File: src/rtl/reduce_accum_unit.sv
// Streaming reduction unit: folds NUM_CONTRIB same-op/same-ID packets (sum, signed max/min)
// into one result packet; pass ops go straight through with one cycle of latency.
module reduce_accum_unit #(
    parameter int PKT_W       = 82,
    parameter int DATA_W      = 32,
    parameter int ID_W        = 8,
    parameter int NUM_CONTRIB = 4
) (
    input  logic             clk,
    input  logic             rst,
    input  logic [PKT_W+2:0] in_packet,
    input  logic             in_valid,
    output logic             in_ready,
    output logic [PKT_W-1:0] out_packet,
    output logic             out_valid,
    input  logic             out_ready,
    output logic             drop_pulse
);
    localparam int HDR_W = PKT_W - DATA_W;
    localparam int CNT_W = $clog2(NUM_CONTRIB + 1);
    localparam logic [CNT_W-1:0] CNT_LAST = CNT_W'(NUM_CONTRIB);

    typedef enum logic [1:0] {IDLE, ACCUM, EMIT} state_e;

    state_e             state_q, state_d;
    logic [2:0]         op_q, op_d;
    logic [HDR_W-1:0]   hdr_q, hdr_d;
    logic [DATA_W-1:0]  acc_q, acc_d;
    logic [CNT_W-1:0]   cnt_q, cnt_d;
    logic [PKT_W-1:0]   out_pkt_q, out_pkt_d;
    logic               out_valid_q, out_valid_d;
    logic               drop_q, drop_d;

    logic [2:0]         in_op;
    logic [PKT_W-1:0]   in_body;
    logic [DATA_W-1:0]  in_data;
    logic [HDR_W-1:0]   in_hdr;
    logic [ID_W-1:0]    in_id;
    logic [ID_W-1:0]    hdr_id;
    logic               accept;
    logic               in_is_reduce;
    logic [DATA_W-1:0]  acc_next;

    assign in_op        = in_packet[PKT_W+2:PKT_W];
    assign in_body      = in_packet[PKT_W-1:0];
    assign in_data      = in_body[DATA_W-1:0];
    assign in_hdr       = in_body[PKT_W-1:DATA_W];
    assign in_id        = in_body[PKT_W-1 -: ID_W];
    assign hdr_id       = hdr_q[HDR_W-1 -: ID_W];
    assign accept       = in_valid && in_ready;
    assign in_is_reduce = (in_op == 3'b001) || (in_op == 3'b010) || (in_op == 3'b011);

    function automatic logic [DATA_W-1:0] combine(input logic [2:0] op,
                                                  input logic [DATA_W-1:0] a,
                                                  input logic [DATA_W-1:0] b);
        case (op)
            3'b010:  combine = ($signed(b) > $signed(a)) ? b : a;
            3'b011:  combine = ($signed(b) < $signed(a)) ? b : a;
            default: combine = a + b;
        endcase
    endfunction

    assign acc_next = combine(op_q, acc_q, in_data);

    always_ff @(posedge clk) begin
        if (rst) begin
            state_q     <= IDLE;
            op_q        <= '0;
            hdr_q       <= '0;
            acc_q       <= '0;
            cnt_q       <= '0;
            out_pkt_q   <= '0;
            out_valid_q <= 1'b0;
            drop_q      <= 1'b0;
        end else begin
            state_q     <= state_d;
            op_q        <= op_d;
            hdr_q       <= hdr_d;
            acc_q       <= acc_d;
            cnt_q       <= cnt_d;
            out_pkt_q   <= out_pkt_d;
            out_valid_q <= out_valid_d;
            drop_q      <= drop_d;
        end
    end

    // The result packet is assembled at the accepting edge so out_packet is a plain register.
    always_comb begin
        state_d     = state_q;
        op_d        = op_q;
        hdr_d       = hdr_q;
        acc_d       = acc_q;
        cnt_d       = cnt_q;
        out_pkt_d   = out_pkt_q;
        out_valid_d = out_valid_q;
        drop_d      = 1'b0;
        case (state_q)
            IDLE: begin
                if (accept) begin
                    if (in_is_reduce) begin
                        op_d  = in_op;
                        hdr_d = in_hdr;
                        acc_d = in_data;
                        cnt_d = CNT_W'(1);
                        if (NUM_CONTRIB == 1) begin
                            out_pkt_d   = {in_hdr, in_data};
                            out_valid_d = 1'b1;
                            state_d     = EMIT;
                        end else begin
                            state_d = ACCUM;
                        end
                    end else begin
                        out_pkt_d   = in_body;
                        out_valid_d = 1'b1;
                        state_d     = EMIT;
                    end
                end
            end
            ACCUM: begin
                if (accept) begin
                    if (in_op == op_q && in_id == hdr_id) begin
                        acc_d = acc_next;
                        cnt_d = cnt_q + CNT_W'(1);
                        if (cnt_d == CNT_LAST) begin
                            out_pkt_d   = {hdr_q, acc_next};
                            out_valid_d = 1'b1;
                            state_d     = EMIT;
                        end
                    end else begin
                        drop_d = 1'b1;
                    end
                end
            end
            EMIT: begin
                if (out_ready) begin
                    out_valid_d = 1'b0;
                    state_d     = IDLE;
                end
            end
            default: state_d = IDLE;
        endcase
    end

    always_comb begin
        in_ready   = !rst && (state_q != EMIT);
        out_packet = out_pkt_q;
        out_valid  = out_valid_q;
        drop_pulse = drop_q;
    end
endmodule

File: config.mk
export PLATFORM = sky130hd
export DESIGN_NAME = reduce_accum_unit
export DESIGN_NICKNAME = d
export VERILOG_FILES = /design/src/rtl/reduce_accum_unit.sv
export SDC_FILE = /design/constraint.sdc
export NUM_CORES = 1
export LEC_CHECK = 0
export CAP_MARGIN = 25
export CORE_ASPECT_RATIO = 0.75
export CORE_MARGIN = 2
export CORE_UTILIZATION = 49
export DETAILED_ROUTE_END_ITERATION = 8
export GPL_TIMING_DRIVEN = 0
export HOLD_SLACK_MARGIN = 0.1
export PLACE_DENSITY = 0.84
export SLEW_MARGIN = 20
export SYNTH_ARGS = -nofsm -noshare
export SYNTH_HDL_FRONTEND = slang
export SYNTH_SLANG_ARGS = --single-unit
File: constraint.sdc
create_clock -name clk -period 3.3 [get_ports clk]
set_input_delay 0.495 -clock clk [delete_from_list [all_inputs] [get_ports clk]]
set_output_delay 0.495 -clock clk [all_outputs]
set_load 0.02 [all_outputs]
; ---- Word-level counts from Yosys, hierarchy flattened
; Index checks and enable logic that the tools add are counted.
[word_totals]
regBits = 174
input_bits = 89
wordCells = 81
[classes]
n_addsub = 2
magnitude_cmp = 2
eq_ne = 18
n_mux = 34
n_bitwise = 2
reduce_logical = 15
[ops]
columns = operator, n
row1 = 82-bit 2-to-1 mux, 5
row2 = 32-bit 2-to-1 mux, 6
row3 = 82-bit one-hot mux with 2 select lines, 1
row4 = 32-bit one-hot mux with 2 select lines, 2
row5 = 32-bit adder, 1
row6 = 32-bit greater-than comparator, 1
row7 = 32-bit less-than comparator, 1
row8 = "2-bit inequality test, second input constant", 8
row9 = "3-bit by 2-bit == test with 1-bit output, second input constant", 4
row10 = 2-bit 2-to-1 mux, 6
row11 = 3-bit 2-to-1 mux, 4
row12 = 5-bit AND reduction, 2
row13 = 8-bit == test, 1
row14 = 1-bit 2-to-1 mux, 7
row15 = 7-bit AND reduction, 1
row16 = 2-bit one-hot mux with 3 select lines, 1
row17 = 3-bit one-hot mux with 2 select lines, 1
row18 = 6-bit AND reduction, 1
row19 = "3-bit by 1-bit adder with 3-bit output, second input constant", 1
row20 = "3-bit by 1-bit == test with 1-bit output, second input constant", 1
row21 = 3-bit == test, 1
row22 = "3-bit == test, second input constant", 1
row23 = 1-bit logical AND, 3
row24 = 1-bit one-hot mux with 3 select lines, 1
row25 = other kinds (10), 12

; ---- Logic depth before layout (Yosys ltp)
[depth]
depth_word = 7
mapped_depth = 14

; ---- Least setup slack after synthesis
; OpenSTA, ideal clock, no wires.
[synth_timing]
path_kind = input to register
startpoint = input port in_packet[13]
endpoint = register acc_q[26]
arrival_time_ps = 3108
required_time_ps = 3168
slack_ps = 60
path_stages = 12
cell_sequence = ha_1 -> buf_6 -> a21o_1 -> a21oi_1 -> o21bai_1 -> o41a_1 -> or3_1 -> buf_2 -> mux2i_2 -> a32o_1 -> a222oi_1 -> o21ai_0
[synth_via]
elab_chain_cells = 6
elab_cells_between_ends = 9
cone_classes = add/sub (1) / order compare (2) / mux (6)
[synth_rtl]
columns = element, line_no
row1 = from (decl), 11  ; input logic [PKT_W+2:0] in_packet,
row2 = 32-bit less-than comparator or 32-bit greater-than comparator (tied branches), "58, 57"
row3 = 32-bit 2-to-1 mux (on tied branches), "58, 57"
row4 = 32-bit one-hot mux with 2 select lines *, 56  ; case (op)
row5 = 32-bit 2-to-1 mux *, 121  ; if (in_op == op_q && in_id == hdr_id) begin
row6 = 32-bit 2-to-1 mux *, 120  ; if (accept) begin
row7 = 32-bit one-hot mux with 2 select lines *, 97  ; case (state_q)
row8 = to (signal assigned), 70  ; acc_q <= '0;
row9 = to (signal assigned), 79  ; acc_q <= acc_d;
row10 = to (decl), 28  ; logic [DATA_W-1:0] acc_q, acc_d;
; Every way passes the cells marked *; elsewhere a longest branch is shown, timed or not. The select of a mux whose other input is x is not followed.
; A chain may end at the register's enable or synchronous reset.

; ---- Worst setup path after layout
[layout_timing]
startpoint = register acc_q[13]
endpoint = register out_pkt_q[27] (netlist: out_packet[27])
[layout_via]
elab_chain_cells = 7
elab_cells_between_ends = 10
cone_classes = add/sub (1) / order compare (2) / mux (7)
[layout_rtl]
columns = element, line_no
row1 = 32-bit less-than comparator or 32-bit greater-than comparator (tied branches), "58, 57"
row2 = 32-bit 2-to-1 mux (on tied branches), "58, 57"
row3 = 32-bit one-hot mux with 2 select lines *, 56
row4 = 82-bit 2-to-1 mux *, 124  ; if (cnt_d == CNT_LAST) begin
row5 = 82-bit 2-to-1 mux *, 121
row6 = 82-bit 2-to-1 mux *, 120
row7 = 82-bit one-hot mux with 2 select lines *, 97
row8 = to (signal assigned), 81  ; out_pkt_q <= out_pkt_d;
row9 = to (decl), 30  ; logic [PKT_W-1:0] out_pkt_q, out_pkt_d;
; Marked as above.

==> impl_metrics.py <==
metrics = {
    "synthesis": {
        "ys_types": 64,
        "synth_top_area_cell": "dfxtp_1",
        "synthTopCellsByArea": "dfxtp_1 34%, nand2_1 9.0%, ha_1 7.9%",
        "synth_edf_count": 0,
        "ys_async_sr_fraction_pct": 0,
        "syn_nets": 1491,
        "netlist_area_um2": 10240,
        "netlist_instances": 1336,
        "synth_warnings": 0,
        "seq_area_frac_synth_pct": 34.02,
        "synth_seq_cells": 174,
        "ys.flop_type": "dfxtp_1",
        "synth_top_area_share_pct": 34.02,
        "syn_area_per_cell_um2": 7.664,
    },
    "run": {
        "maxCapViolations": 0,
    },
    "clock_network": {
        "clock_latency_ns": 0.45,
        "cts_tree": "yes",
        "htreeDepth": 4,
        "cts-root-buf": "clkbuf_16",
        "cts.sinks": 174,
        "clk_pin_slew_worst_paths_ns": 0.08,
        "numCtsBuffers": 17,
        "cts_buffer_depth": 2,
    },
    "sta": {
        "fin_skew_ns": 0.01844,
        "setup_tns_ns": -4.536,
        "fmax_mhz": 279.8,
        "finalHoldViolCount": 0,
        "drv_slew": 0,
        "hold_slack_ns": 0.4139,
        "setup_viol": 49,
        "min_period_ns": 3.574,
        "tightest_slew_ns": 1.099,
        "rsz0062_at_grt": "true",
        "setup_slack_ns": -0.2744,
        "timing.slew.headroom_pct": 26.44,
        "period_share_pct": 108.3,
    },
    "place": {
        "io_buffers": 173,
        "dpl_cell_area_um2": 12340,
        "dp_slack_ns": -1.683,
        "gp_congestion": 1.005,
        "dpl.cell_count": 1791,
        "dp_hpwl_um": 27590,
    },
    "finish": {
        "fin_nets": 1721,
        "final_cell_mix": "244 x nand2_1, 155 x dfxtp_1, 142 x clkdlybuf4s50_1",
        "fillers": 1665,
        "syn2layout_area_growth_pct": 38.34,
        "final_area_um2": 14160,
        "insertedDiodeCount": 0,
        "multi_input_area_um2": 6950,
        "final_common_cell": "nand2_1",
        "utilization_pct": 69.49,
        "drive_gt1_share_pct": 14.82,
        "final_cells": 1861,
        "regArea_um2": 3512,
    },
    "grt": {
        "grt-ovfl-total": 0,
        "grt_usage_pct": 33.82,
        "grt_pass1_wl_um": 57700,
        "grt_max_degree": 22,
        "first_global_vias": 10620,
        "antenna_found_initial": 1,
    },
    "run_status": {
        "violations": "negative setup slack",
        "outcome": "finished with violations",
    },
    "power": {
        "p_leak_nw": 5.206,
        "power_density_nw_per_um2": 456.0,
        "power_mw": 6.459,
        "ir_worst_vdd_mv": 0.3805,
    },
    "floorplan": {
        "num_rows": 45,
        "die_h_um": 129.2,
        "core_um2": 20380,
        "initial_core_util_pct": 50.23,
        "die_area_um2": 22080,
        "die_w_um": 170.9,
        "ios": 174,
    },
    "detailed_routing": {
        "ant_nets": 0,
        "first_iter_violations": 1437,
        "avgViaCountPerCell": 6.229,
        "drc_errors": 0,
        "avgRoutedWirePerCell_um": 21.23,
        "vias": 11590,
        "first_pass_iters": 6,
        "finalWirelength_um": 39510,
    },
    "worst_setup_path": {
        "critPathRequiredTime_ns": 3.62,
        "end_kind": "flip-flop",
        "cp.arrival_ns": 3.90,
        "cp-start-kind": "flip-flop",
        "worst-path-max-fanout": 6,
        "crit_type": "reg2reg",
    },
    "min_path": {
        "hp-class": "in2reg",
    },
}
-- timing repair --
| action | in CTS | in global routing |
|---|---|---|
| pin swaps | 33 | 55 |
| hold buffers | 0 | 0 |
| hold endpoints to repair | 0 | 0 |
| resized for setup | 140 | 101 |
| setup endpoints to repair | 117 | 73 |
| setup buffers | 21 | 27 |
-- where the power goes --
part	internal, mW	switching, mW	leakage (nW)
clock network	1.04	1.09	0.302
registers	2.24	0.102	1.43
logic	0.849	1.14	3.48
-- registers in the layout, indices dropped and copies added, names as in the netlist --
name / cells
out_packet: 82
hdr_q: 50
acc_q: 32
cnt_q: 3
op_q: 3
state_q: 2
drop_pulse: 1
out_valid: 1
-- worst paths after layout --
check	cells after the start	from	end	slack (ns)
worst max-delay path	14	acc_q[13]	out_packet[27]	-0.27
worst min-delay path	3	in_packet[21]	out_packet[21]	0.41
worst max register to register	14	acc_q[13]	out_packet[27]	-0.27
worst min register to register	2	hdr_q[30]	hdr_q[30]	0.46
-- layer usage --
metal | track usage [%] | routed length, um | up-vias
li1 | - | - | 5223
met2 | 49.46 | 16660 | 750
met3 | 8.797 | 4779 | 134
met1 | 48.05 | 16630 | 5485
met5 | 0.6522 | 0 | -
met4 | 12.06 | 1451 | 0
-- logic make-up after synthesis --
| logic type | Yosys count | share of synthesized area, % |
|---|---|---|
| compound gates | 385 | 25.57 |
| flops | 174 | 34.02 |
| simple gates | 508 | 21.84 |
| xor+xnor | 37 | 3.165 |
| buf+inv | 151 | 5.719 |
| fa+ha+maj | 66 | 8.139 |
| mux | 15 | 1.552 |
-- worst max-delay path, cell delays in order, from the launching register on --
cell and delay [ns]:
dfxtp_4 0.37, inv_1 0.09, ha_4 0.20, buf_6 0.13
a21o_1 0.19, a21oi_2 0.15, o21bai_1 0.11, o41a_1 0.47
or3_4 0.41, buf_6 0.15, mux2_4 0.39, nor3_4 0.17
buf_12 0.18, a221oi_4 0.07, a211oi_1 0.36
-- synthesized netlist by cell type, drive strengths merged (5+ instances only) --
master	number
dfxtp	174
nor4	15
a31oi	10
nand3	12
xnor2	29
o31ai	12
ha	65
or3	16
nor3	16
o211ai	6
xor2	8
nand2	246
inv	57
o21a	9
nor2b	13
a311oi	55
a22oi	28
nor2	135
clkbuf	84
a21o	8
buf	10
a21oi	105
a211oi	22
o2bb2ai	6
o22ai	6
or2	5
a221oi	17
and2	9
o21bai	7
mux2i	14
nand4	13
o21ai	58
nand2b	13
-- layout make-up --
cell class / instances / area share, %
plain buffers: 85 / 2.792
clock buffers: 17 / 3.004
clock inverters: 15 / 1.440
inverters: 57 / 1.528
multi-input cells: 1011 / 49.07
flip-flops and latches: 174 / 24.80
well taps: 282 / 2.491
repair buffers: 220 / 14.88
No activity file was read; power rests on OpenSTA's default activity.
